==> config.mk <==
export PLATFORM = sky130hd
export DESIGN_NAME = line_fill_buffer
export DESIGN_NICKNAME = d
export VERILOG_FILES = /design/src/rtl/lfb_pkg.sv /design/src/rtl/lfb_word_merge.sv /design/src/rtl/line_fill_buffer.sv
export SDC_FILE = /design/constraint.sdc
export NUM_CORES = 1
export LEC_CHECK = 0
export CAP_MARGIN = 30
export CORE_MARGIN = 5
export CORE_UTILIZATION = 45
export CTS_CLUSTER_SIZE = 28
export DETAILED_ROUTE_END_ITERATION = 10
export PLACE_DENSITY = 0.7
export SLEW_MARGIN = 5
export SYNTH_ARGS = -nofsm -noshare
export SYNTH_HDL_FRONTEND = slang
export SYNTH_SLANG_ARGS = --single-unit
==> constraint.sdc <==
create_clock -name clk -period 4.2 [get_ports clk]
set_input_delay 0.42 -clock clk [delete_from_list [all_inputs] [get_ports clk]]
set_output_delay 0.42 -clock clk [all_outputs]
set_load 0.05 [all_outputs]
==> src/rtl/lfb_pkg.sv <==
// Shared types and helpers for the line fill buffer.
// Latency: n/a (types, constants and a combinational merge function only).
// Backpressure: n/a.
package lfb_pkg;

  localparam int LFB_WORDS = 16;

  // Widest word the merge helper handles; callers zero-extend into it and
  // size-cast the result back down to their own word width.
  localparam int LFB_MAX_W = 128;
  localparam int LFB_MAX_B = LFB_MAX_W / 8;

  typedef logic [3:0] word_idx_t;

  typedef enum logic [1:0] {
    IDLE,
    FILL,
    HOLD
  } lfb_state_t;

  // Per-byte select: a set mask bit takes the new byte, a clear bit keeps the old one.
  function automatic logic [LFB_MAX_W-1:0] byte_merge(
    input logic [LFB_MAX_W-1:0] old_word,
    input logic [LFB_MAX_W-1:0] new_word,
    input logic [LFB_MAX_B-1:0] mask
  );
    logic [LFB_MAX_W-1:0] res;
    res = old_word;
    for (int i = 0; i < LFB_MAX_B; i++) begin
      if (mask[i]) res[8*i +: 8] = new_word[8*i +: 8];
    end
    return res;
  endfunction

endpackage

==> src/rtl/lfb_word_merge.sv <==
// Byte-masked merge of one word onto another, used on the beat write path.
// Latency: purely combinational.
// Backpressure: none; always produces a result.
module lfb_word_merge
  import lfb_pkg::*;
#(
  parameter int width = 16
) (
  input  logic [width-1:0]   old_word,
  input  logic [width-1:0]   new_word,
  input  logic [width/8-1:0] mask,
  output logic [width-1:0]   merged
);

  assign merged = width'(byte_merge(LFB_MAX_W'(old_word), LFB_MAX_W'(new_word), LFB_MAX_B'(mask)));

endmodule

==> src/rtl/line_fill_buffer.sv <==
// Assembles a 16-word cache line from a wrapped memory burst, merging one CPU store.
// Latency: line_valid one edge after the 16th accepted beat (17 cycles from start, no stalls).
// Backpressure: beat_ready only in FILL; merge_ready drops when a second unfilled-word store meets a full pending slot.
// Optional LFB_EARLY_WORD_EN adds early_valid/early_data for the critical word.
module line_fill_buffer
  import lfb_pkg::*;
#(
  parameter int width = 16,
  parameter int WORDS = LFB_WORDS
) (
  input  logic                     clk,
  input  logic                     rst_n,
  input  logic                     start,
  input  logic [3:0]               start_word,
  input  logic                     beat_valid,
  input  logic [width-1:0]         beat_data,
  output logic                     beat_ready,
  input  logic                     merge_en,
  input  logic [3:0]               merge_sel,
  input  logic [width-1:0]         merge_data,
  input  logic [width/8-1:0]       merge_mask,
  output logic                     merge_ready,
  output logic [WORDS*width-1:0]   line_out,
  output logic                     line_valid,
  input  logic                     line_ack,
  output logic                     busy
`ifdef LFB_EARLY_WORD_EN
  ,
  output logic                     early_valid,
  output logic [width-1:0]         early_data
`endif
);

  lfb_state_t state_q, state_d;

  word_idx_t              base_q;
  word_idx_t              count_q;
  word_idx_t              beat_idx;
  logic [LFB_WORDS-1:0]   filled_q;
  logic [width-1:0]       line_q [LFB_WORDS];

  logic                   pend_vld_q;
  word_idx_t              pend_sel_q;
  logic [width-1:0]       pend_data_q;
  logic [width/8-1:0]     pend_mask_q;

  logic                   beat_fire;
  logic                   pend_hit;
  logic                   merge_direct;
  logic                   merge_with_beat;
  logic                   merge_pend;
  logic [width-1:0]       beat_stage;
  logic [width-1:0]       beat_word;
  logic [width-1:0]       direct_word;
  logic [width/8-1:0]     live_mask;

  // State register.
  always_ff @(posedge clk or negedge rst_n) begin
    if (!rst_n) state_q <= IDLE;
    else        state_q <= state_d;
  end

  // Next state and state-decoded handshake outputs.
  always_comb begin
    state_d    = state_q;
    beat_ready = 1'b0;
    line_valid = 1'b0;
    busy       = (state_q != IDLE);
    case (state_q)
      IDLE: if (start) state_d = FILL;
      FILL: begin
        beat_ready = 1'b1;
        if (beat_valid && count_q == 4'd15) state_d = HOLD;
      end
      HOLD: begin
        line_valid = 1'b1;
        if (line_ack) state_d = IDLE;
      end
      default: state_d = IDLE;
    endcase
  end

  assign beat_fire = beat_valid && beat_ready;
  // Critical-word-first: 4-bit add wraps the index around the line.
  assign beat_idx  = base_q + count_q;
  assign pend_hit  = pend_vld_q && (pend_sel_q == beat_idx);

  // Classify an incoming store: straight into a filled word, folded into the
  // beat landing on the same word this cycle, parked in the pending slot, or refused.
  always_comb begin
    merge_direct    = 1'b0;
    merge_with_beat = 1'b0;
    merge_pend      = 1'b0;
    if (merge_en && state_q != IDLE) begin
      if (filled_q[merge_sel])                         merge_direct    = 1'b1;
      else if (beat_fire && beat_idx == merge_sel)     merge_with_beat = 1'b1;
      else if (!pend_vld_q)                            merge_pend      = 1'b1;
    end
  end

  assign merge_ready = merge_direct | merge_with_beat | merge_pend;

  // The older pending store is applied before the live one, so the live store wins per byte.
  assign beat_stage = pend_hit
                    ? width'(byte_merge(LFB_MAX_W'(beat_data), LFB_MAX_W'(pend_data_q), LFB_MAX_B'(pend_mask_q)))
                    : beat_data;
  assign live_mask  = merge_with_beat ? merge_mask : '0;

  lfb_word_merge #(.width(width)) u_beat_merge (
    .old_word (beat_stage),
    .new_word (merge_data),
    .mask     (live_mask),
    .merged   (beat_word)
  );

  assign direct_word = width'(byte_merge(LFB_MAX_W'(line_q[merge_sel]), LFB_MAX_W'(merge_data),
                                         LFB_MAX_B'(merge_mask)));

  // Line storage: a beat and a direct store never hit the same word (one is filled, one is not).
  always_ff @(posedge clk or negedge rst_n) begin
    if (!rst_n) begin
      for (int k = 0; k < LFB_WORDS; k++) line_q[k] <= '0;
    end else begin
      if (beat_fire)    line_q[beat_idx]  <= beat_word;
      if (merge_direct) line_q[merge_sel] <= direct_word;
    end
  end

  // Fill bookkeeping: base, beat count, filled map and the pending store slot.
  always_ff @(posedge clk or negedge rst_n) begin
    if (!rst_n) begin
      base_q      <= '0;
      count_q     <= '0;
      filled_q    <= '0;
      pend_vld_q  <= 1'b0;
      pend_sel_q  <= '0;
      pend_data_q <= '0;
      pend_mask_q <= '0;
    end else begin
      if (state_q == IDLE && start) begin
        base_q   <= start_word;
        count_q  <= '0;
        filled_q <= '0;
      end
      if (beat_fire) begin
        count_q            <= count_q + 4'd1;
        filled_q[beat_idx] <= 1'b1;
        if (pend_hit) pend_vld_q <= 1'b0;
      end
      if (merge_pend) begin
        pend_vld_q  <= 1'b1;
        pend_sel_q  <= merge_sel;
        pend_data_q <= merge_data;
        pend_mask_q <= merge_mask;
      end
    end
  end

  for (genvar k = 0; k < LFB_WORDS; k++) begin : g_line_out
    assign line_out[k*width +: width] = line_q[k];
  end

`ifdef LFB_EARLY_WORD_EN
  // One-cycle notice of the critical word as written (merges included); data held until the next fill.
  always_ff @(posedge clk or negedge rst_n) begin
    if (!rst_n) begin
      early_valid <= 1'b0;
      early_data  <= '0;
    end else begin
      early_valid <= beat_fire && (count_q == 4'd0);
      if (beat_fire && count_q == 4'd0) early_data <= beat_word;
    end
  end
`endif

endmodule

Word-level counts from Yosys, hierarchy flattened
Cells that the tools add are included.
{"block": "classes", "n_addsub": 2, "order_cmp": 7, "eq_ne": 8, "muxes": 45, "bitwise": 5, "n_reduce_logical": 16}
{"operator": "$bwmux 256", "n": 2}
{"operator": "$mux 256", "n": 2}
{"operator": "$demux 16 s4", "n": 2}
{"operator": "$mux 16", "n": 7}
{"operator": "$bmux 16 s4", "n": 1}
{"operator": "$mux 8", "n": 6}
{"operator": "$mux 1", "n": 16}
{"operator": "$or 16x16->16", "n": 1}
{"operator": "$ge 5x5->1 const B", "n": 2}
{"operator": "$lt 4x5->1 const B", "n": 2}
{"operator": "$lt 5x1->1 const B", "n": 2}
{"operator": "$not 4->5", "n": 2}
{"operator": "$logic_and 1x1->1", "n": 9}
{"operator": "$eq 4x4->1", "n": 2}
{"operator": "$mux 2", "n": 4}
{"operator": "$mux 4", "n": 2}
{"operator": "$reduce_bool 2->1", "n": 4}
{"operator": "$ne 2x2->1 const B", "n": 3}
{"operator": "$pmux 2 s3", "n": 1}
{"operator": "$add 4x1->4 const B", "n": 1}
{"operator": "$add 4x4->4", "n": 1}
{"operator": "$bmux 1 s4", "n": 1}
{"operator": "$demux 1 s4", "n": 1}
{"operator": "$eq 4x4->1 const B", "n": 1}
{"operator": "7 further kinds", "n": 8}
{"block": "word_totals", "reg_bits": 305, "inputBits": 48, "out_inout_bits": 260, "word_cells": 107}

Longest topological paths before layout
{"block": "depth", "depth_word": 13, "ltp_mapped": 13}

Modules after synthesis
From an unflattened synthesis, not the netlist that was laid out.
{"block": "hier_totals", "hier_cells": 1372, "hier_area_um2": 17763.3}
{"module": "line_fill_buffer", "instances": 1, "cells_per_inst": 1354, "area_each_um2": 17500.5, "seq_area_each_um2": 7632.3}
{"module": "lfb_word_merge", "instances": 1, "cells_per_inst": 18, "area_each_um2": 262.8, "seq_area_each_um2": 0.0}

Worst setup path before layout
OpenSTA, ideal clock, no wires.
{"block": "synth_timing", "path_type": "register -> output", "startpoint": "register count_q[0]", "endpoint": "output merge_ready", "arrival_ns": 3.014, "required_ns": 3.780, "path_slack_ns": 0.766, "stages_incl_launch_ff": 9, "path_buffers": 2, "cell_sequence": "dfrtp_1 -> ha_1 -> fa_1 -> clkbuf_1 -> xor2_1 -> nor4_1 -> nand3_1 -> buf_2 -> a31oi_1"}
{"block": "synth_via", "elab_chain_len": 8}
{"item": "start: declaration", "line": "line_fill_buffer.sv:37", "text": "word_idx_t count_q;"}
{"item": "start signal: assignment", "line": "line_fill_buffer.sv:146", "text": "count_q <= count_q + 4'd1;"}
{"item": "$add 4x4->4 (*)", "line": "line_fill_buffer.sv:85", "text": "assign beat_idx = base_q + count_q;"}
{"item": "$eq 4x4->1 (*)", "line": "line_fill_buffer.sv:96", "text": "else if (beat_fire && beat_idx == merge_sel) merge_with_beat = 1'b1;"}
{"item": "$logic_and 1x1->1 (*)", "line": "line_fill_buffer.sv:96"}
{"item": "$mux 1", "line": "line_fill_buffer.sv:96"}
{"item": "$mux 1", "line": "line_fill_buffer.sv:95", "text": "if (filled_q[merge_sel]) merge_direct = 1'b1;"}
{"item": "$mux 1", "line": "line_fill_buffer.sv:94", "text": "if (merge_en && state_q != IDLE) begin"}
{"item": "$or 1x1->1", "line": "line_fill_buffer.sv:101", "text": "assign merge_ready = merge_direct | merge_with_beat | merge_pend;"}
{"item": "$or 1x1->1 (*)", "line": "line_fill_buffer.sv:101"}
{"item": "end: declaration", "line": "line_fill_buffer.sv:22", "text": "output logic merge_ready,"}
Every way passes the cells marked *; elsewhere a longest branch is shown, timed or not.

Worst setup path in the final report
Same ends and word-level chain as after synthesis.

==> impl_metrics.env <==
export IMPL_overflow=0
export IMPL_crit_type="reg2out"
export IMPL_row_count=71
export IMPL_met3_usage_pct=7.33
export IMPL_p_leak_nw=8.86
export IMPL_clockRootBuffer="clkbuf_16"
export IMPL_wl_um=63800
export IMPL_final_cell_count_no_fill=2375
export IMPL_swShare_pct=50.0
export IMPL_finalHoldViolCount=0
export IMPL_dp_slack_ns=0.449
export IMPL_synth_cell_type_count=48
export IMPL_internal_power_mw=10.7
export IMPL_drive_gt1_share_pct=13.9
export IMPL_post_cts_buffers=0
export IMPL_placed_cell_area_mm2=0.0208
export IMPL_setup_viol=0
export IMPL_synth_seq_cells=305
export IMPL_dpl_hpwl_um=45100
export IMPL_cts_made_buffers=35
export IMPL_cts_tree="yes"
export IMPL_grt_use_met1_pct=42.9
export IMPL_crit_slowest_cell="fa_1"
export IMPL_nFillCells=3135
export IMPL_die_h_um=206
export IMPL_placed_cells=2313
export IMPL_routedWlPerCell_um=26.9
export IMPL_min_delay_path_class="in2async"
export IMPL_core_area_mm2=0.0378
export IMPL_io_buffers=307
export IMPL_detail_route_antenna_nets=0
export IMPL_cts_hold_buf=0
export IMPL_ios=308
export IMPL_final_core_utilization_pct=58.4
export IMPL_track_usage_pct=29.4
export IMPL_syn_inst=1581
export IMPL_h_tree_depth=2
export IMPL_max_freq_mhz=262
export IMPL_syn_area_mm2=0.0173
export IMPL_critPathMaxFanout=17
export IMPL_die_area_mm2=0.0424
export IMPL_syn2layout_area_growth_pct=27.6
export IMPL_ir_drop_uv=643
export IMPL_drt_initial_drc_count=1688
export IMPL_power_frac_comb_pct=58.1
export IMPL_slew_headroom_pct=35.6
export IMPL_fin_hold_ws_ns=0.0125
export IMPL_power_density_mw_per_mm2=975
export IMPL_cts_resized=0
export IMPL_final_area_mm2=0.0220
export IMPL_finalNetCount=1892
export IMPL_clk_latency_ns=0.52
export IMPL_outcome="completed"
export IMPL_path_buf_inv=2
export IMPL_die_w_um=206
export IMPL_cts_num_sinks=305
export IMPL_async_flop_share_pct=100
export IMPL_yosysSeqAreaShare_pct=44.2
export IMPL_avgSynthCellArea_um2=10.9
export IMPL_grt_pass1_vias=14600
export IMPL_critPathCaptureType="output pin"
export IMPL_report_final_slew_viol_count=0
export IMPL_final_common_cell="dfrtp_1"
export IMPL_synth_edf_count=0
export IMPL_cp_start_kind="flip-flop"
export IMPL_slowest_delay_ns=0.71
export IMPL_path_cells="ha_1, fa_1, xor2_1, nor4_1, nand3_1, buf_4, a31oi_1, buf_12"
export IMPL_p_switching_mw=10.8
export IMPL_grt_max_degree=119
export IMPL_met2_usage_pct=44.0
export IMPL_totalPowerFinal_mw=21.5
export IMPL_period_share_pct=91.0
export IMPL_arrival_ns=3.40
export IMPL_vias=14800
export IMPL_gp_congestion=0.883
export IMPL_grt_pass1_wl_um=94900
export IMPL_tns_ns=0
export IMPL_clk_path_buf_depth=3
export IMPL_skew_ns=0.0211
export IMPL_layout_common_cells="305 x dfrtp_1, 302 x clkdlybuf4s50_1, 294 x nand2_1"
export IMPL_synth_warnings=0
export IMPL_antenna_found_initial=2
export IMPL_drv_cap=0
export IMPL_syn_num_nets=1634
export IMPL_routed_via_density=6.25
export IMPL_drc=0
export IMPL_synthFlopType="dfrtp_1"
export IMPL_min_period_ns=3.82
export IMPL_setup_ws_ns=0.379
export IMPL_p_seq_share_pct=26.8
export IMPL_clock_power_share_pct=15.1
export IMPL_tightestPinTransition_ns=0.966
export IMPL_top_usage_layer="met2"
export IMPL_rsz0062_at_grt="no"
export IMPL_required_ns=3.78
export IMPL_path_clk_slew_ns=0.06
export IMPL_crit_family="adder cells"
export IMPL_drt_pass1_iterations=5
export IMPL_initial_core_util_pct=45.7
## power groups by stage
stage | Clock, mW | Combinational, mW | Sequential (mW)
floorplan | 0 | 4.44 | 9.19
global placement | 0 | 12.1 | 5.69
detailed placement | 0 | 12.4 | 5.72
CTS | 3.27 | 12.4 | 5.71
global route | 3.39 | 13.1 | 5.90
finish | 3.25 | 12.5 | 5.76
## registers in the layout, summed over array words and instances (netlist names)
| name | cells |
|---|---|
| line_out | 256 |
| filled_q | 16 |
| pend_data_q | 16 |
| base_q | 4 |
| count_q | 4 |
| pend_sel_q | 4 |
| pend_mask_q | 2 |
| state_q | 2 |
| pend_vld_q | 1 |
## cells in the mapped netlist (4+ instances only)
| cell | instances | share of area [%] |
|---|---|---|
| a211oi_1 | 9 | 0.39 |
| a21o_1 | 7 | 0.30 |
| a21oi_1 | 33 | 0.96 |
| a22oi_1 | 23 | 1.0 |
| a31oi_1 | 105 | 3.8 |
| a31oi_4 | 16 | 2.0 |
| and2_1 | 23 | 0.83 |
| and3_1 | 4 | 0.14 |
| buf_1 | 20 | 0.43 |
| buf_2 | 19 | 0.55 |
| buf_4 | 27 | 1.2 |
| buf_6 | 8 | 0.52 |
| clkbuf_1 | 70 | 1.5 |
| dfrtp_1 | 305 | 44 |
| ha_1 | 4 | 0.29 |
| inv_1 | 6 | 0.13 |
| mux2_1 | 10 | 0.65 |
| mux2_2 | 19 | 1.2 |
| mux2i_1 | 248 | 14 |
| mux4_2 | 84 | 11 |
| nand2_1 | 294 | 6.4 |
| nand2b_1 | 7 | 0.25 |
| nand3_1 | 22 | 0.64 |
| nand3b_1 | 4 | 0.17 |
| nor2_1 | 117 | 2.5 |
| nor2b_1 | 4 | 0.14 |
| nor3_1 | 9 | 0.26 |
| nor4_1 | 9 | 0.33 |
| nor4b_1 | 10 | 0.51 |
| o21ai_0 | 26 | 0.75 |
| or3_1 | 5 | 0.18 |
| xnor2_1 | 5 | 0.25 |
## per-layer routing
metal  vias up  wire length, um  part of all wire (%)
li1       6227                -                     -
met1      7558            26400                    41
met2       922            28600                    45
met3       137             7130                    11
met4         0             1800                   2.8
met5         -                0                     0
## area by class of cell
type | count | area, um^2 | share of cell area [%]
repair buffers | 365 | 3590 | 16.3
clock buffers | 51 | 1050 | 4.75
well taps | 511 | 639 | 2.90
clock inverters | 10 | 171 | 0.778
inverters | 6 | 22.5 | 0.102
multi-input cells | 1126 | 8930 | 40.5
flip-flops and latches | 305 | 7630 | 34.6
diodes | 1 | 2.50 | 0.0114
## kinds of logic after synthesis
| logic type | count (synthesis) | share of synthesized area (%) |
|---|---|---|
| simple gates | 526 | 13.5 |
| buf+inv | 150 | 4.33 |
| xor+xnor | 12 | 0.935 |
| fa+ha+maj | 5 | 0.406 |
| mux | 361 | 27.2 |
| flops | 305 | 44.2 |
| compound gates | 222 | 9.36 |
## path summary, 6_finish.rpt
check	startpoint	to	slack [ns]	cells after the start
worst max register to register	count_q[0]$_DFFE_PN0P_	line_out[232]$_DFF_PN0_	0.41	9
worst max-delay path	count_q[0]$_DFFE_PN0P_	merge_ready	0.38	8
max in group asynchronous	rst_n	line_out[140]$_DFF_PN0_	3.14	2
worst min-delay path	rst_n	line_out[100]$_DFF_PN0_	0.01	1
worst min register to register	filled_q[2]$_DFF_PN0_	filled_q[2]$_DFF_PN0_	0.47	1
min in group clk	merge_sel[1]	pend_sel_q[1]$_DFFE_PN0P_	0.41	2
Note: power is estimated with default switching activity, not from simulation.
==> RTL edit: new RTL, same flow settings <==
Add a define of `LFB_EARLY_WORD_EN`.
--- a/src/rtl/line_fill_buffer.sv
+++ b/src/rtl/line_fill_buffer.sv
@@ -2,6 +2,8 @@
 // Latency: line_valid one edge after the 16th accepted beat (17 cycles from start, no stalls).
 // Backpressure: beat_ready only in FILL; merge_ready drops when a second unfilled-word store meets a full pending slot.
 // Optional LFB_EARLY_WORD_EN adds early_valid/early_data for the critical word.
+`define LFB_EARLY_WORD_EN
+
 module line_fill_buffer
   import lfb_pkg::*;
 #(
Formal check against the unedited RTL (old outputs only; new: early_data and early_valid): equivalent (Yosys induction, for registers that start in step).
==> RTL edit against the unedited design <==
  * Count of clock-buffer cells in the layout did not move
  * Worst setup slack improved by 83 ps
  * Routed wire length rose by 9.9%
  * Sequential cell count rose by 17
  * Critical path type unchanged
  * Total power rose by 11%
  * Area after synthesis rose by 0.17%
  * Cell area rose by 2.6%
  * Critical endpoint unchanged
  * Non-clock buffer count rose by 60
==> RTL edit: results (changes against the unedited design) <==
* Outcome: finished, final reports clean
* Sw Share at 51.9% (+1.9 points)
* Mapped Nets at 1579 (-3.4%)
* Leak at 9.68 nW (+9.3%)
* Initial antenna violation count at 0 (-2)
* First-pass GRT wire length at 104 mm (+10%)
* Normalized max-slew margin at 30.2% (-5.4 points)
* Clk buf depth at 3 (unchanged)
* Top cells by area, synth: dfrtp_1 (47%), a221oi_2 (8.2%), a222oi_1 (5.3%), mux4_2 (4.4%), nor2_1 (3.9%)
* Total GRT Usage at 32.2% (+2.8 points)
* Vias in the first global route at 16300 (+12%)
* Share of cells above drive strength 1 at 19.2% (+5.3 points)
* Maximum vdd drop at 0.731 mV (+14%)
* DR vias/cell at 6.74 (+7.8%)
* HPWL Detailed at 49.3 mm (+9.5%)
* Worst-path maximum fanout at 5 (-12)
* RePlAce Congestion at 0.998 (+13%)
* Nets at 1885 (-0.37%)
* Clk_skew at 20.8 ps (-0.327 ps)
* Fillcell total at 3164 (+0.93%)
* Fin util at 59.8% (+1.4 points)
* Total iterations of the first detailed-routing run at 9 (+4)
* Synth top cells by count: dfrtp_1 (322), nor2_1 (181), inv_1 (99)
* Diode count at 0 (-1)
* Post-CTS resize count at 0 (unchanged)
* Port Buf Inserts at 324 (+5.5%)
* Initial DRC Count at 2659 (+58%)
* Num CTS Buffers at 36 (+2.9%)
* WL/cell at 29.6 microns (+10%)
* Largest net degree at the start of global routing at 122 (+2.5%)
==> RTL edit: changes by cell type after synthesis, sizes merged, moves of 92 or more <==
cell,before,now
inv,6,99
mux2i,248,51
nand2,294,90
a221oi,0,164
a222oi,0,92
a31oi,121,4
==> RTL edit: logic make-up (layout without fill, tap and decap cells) <==
kind of cell	count (synthesis)	count (layout)	share of synthesized area, %
compound gates	404	404	24.3
xor+xnor	14	14	1.01
fa+ha+maj	6	6	0.477
buf+inv	256	587	6.85
flops	322	322	46.6
mux	115	115	9.33
simple gates	408	408	11.4
==> RTL edit: worst paths after layout <==
kind	start	to	slack, ps	cells past startpoint
max	count_q[0]	merge_ready	460	7
min	rst_n	base_q[3]	20	1
max reg2reg	count_q[0]	line_out[33]	550	9
min reg2reg	filled_q[0]	filled_q[0]	480	2
max in group asynchronous	rst_n	line_out[170]	3090	2
min in group clk	filled_q[0]	filled_q[0]	480	2
==> RTL edit: per-layer routing <==
layer  vias to the layer above  wire length (microns)  track usage (%)
met4                         0                   3440             14.2
met1                      7933                  25800             43.3
met2                      1311                  31900             49.8
met3                       230                   8980             7.94
met5                         -                      0                0
li1                       6476                      -                -
==> RTL edit: metrics by stage <==
step | setup slack [ps] | area [sq um] | std cells | hold slack [ps]
final | 462 | 22600 | 2367 | 18.7
after global routing | 403 | 22600 | 2367 | 118
after floorplan | 981 | 17300 | 1525 | 124
after detailed placement | 546 | 21400 | 2302 | 468
after global placement | 623 | 21300 | 2299 | 458
after CTS | 496 | 22600 | 2365 | 76.4
==> RTL edit: cell type report <==
class	count	area share [%]
inverter	99	1.64
clock inverter	12	0.664
sequential	322	35.6
multi-input combinational	947	36.4
timing repair buffer	425	18.1
tap	511	2.83
clock buffer	51	4.81
==> RTL edit: power groups by stage <==
stage / Sequential (mW) / Combinational (mW) / Clock [mW]
floorplan: 10.1 / 4.98 / 0
global placement: 6.34 / 13.7 / 0
detailed placement: 6.34 / 14.0 / 0
CTS: 6.33 / 14.0 / 3.34
global route: 6.52 / 14.7 / 3.46
finish: 6.40 / 14.1 / 3.33
==> RTL edit: worst max-delay path, cell delays in order (launching register included) <==
cell and delay (ps):
dfrtp_1 420, ha_1 220, fa_1 610, xnor2_1 150, nand4_1 300, or3_1 430, a31oi_1 460, buf_12 210
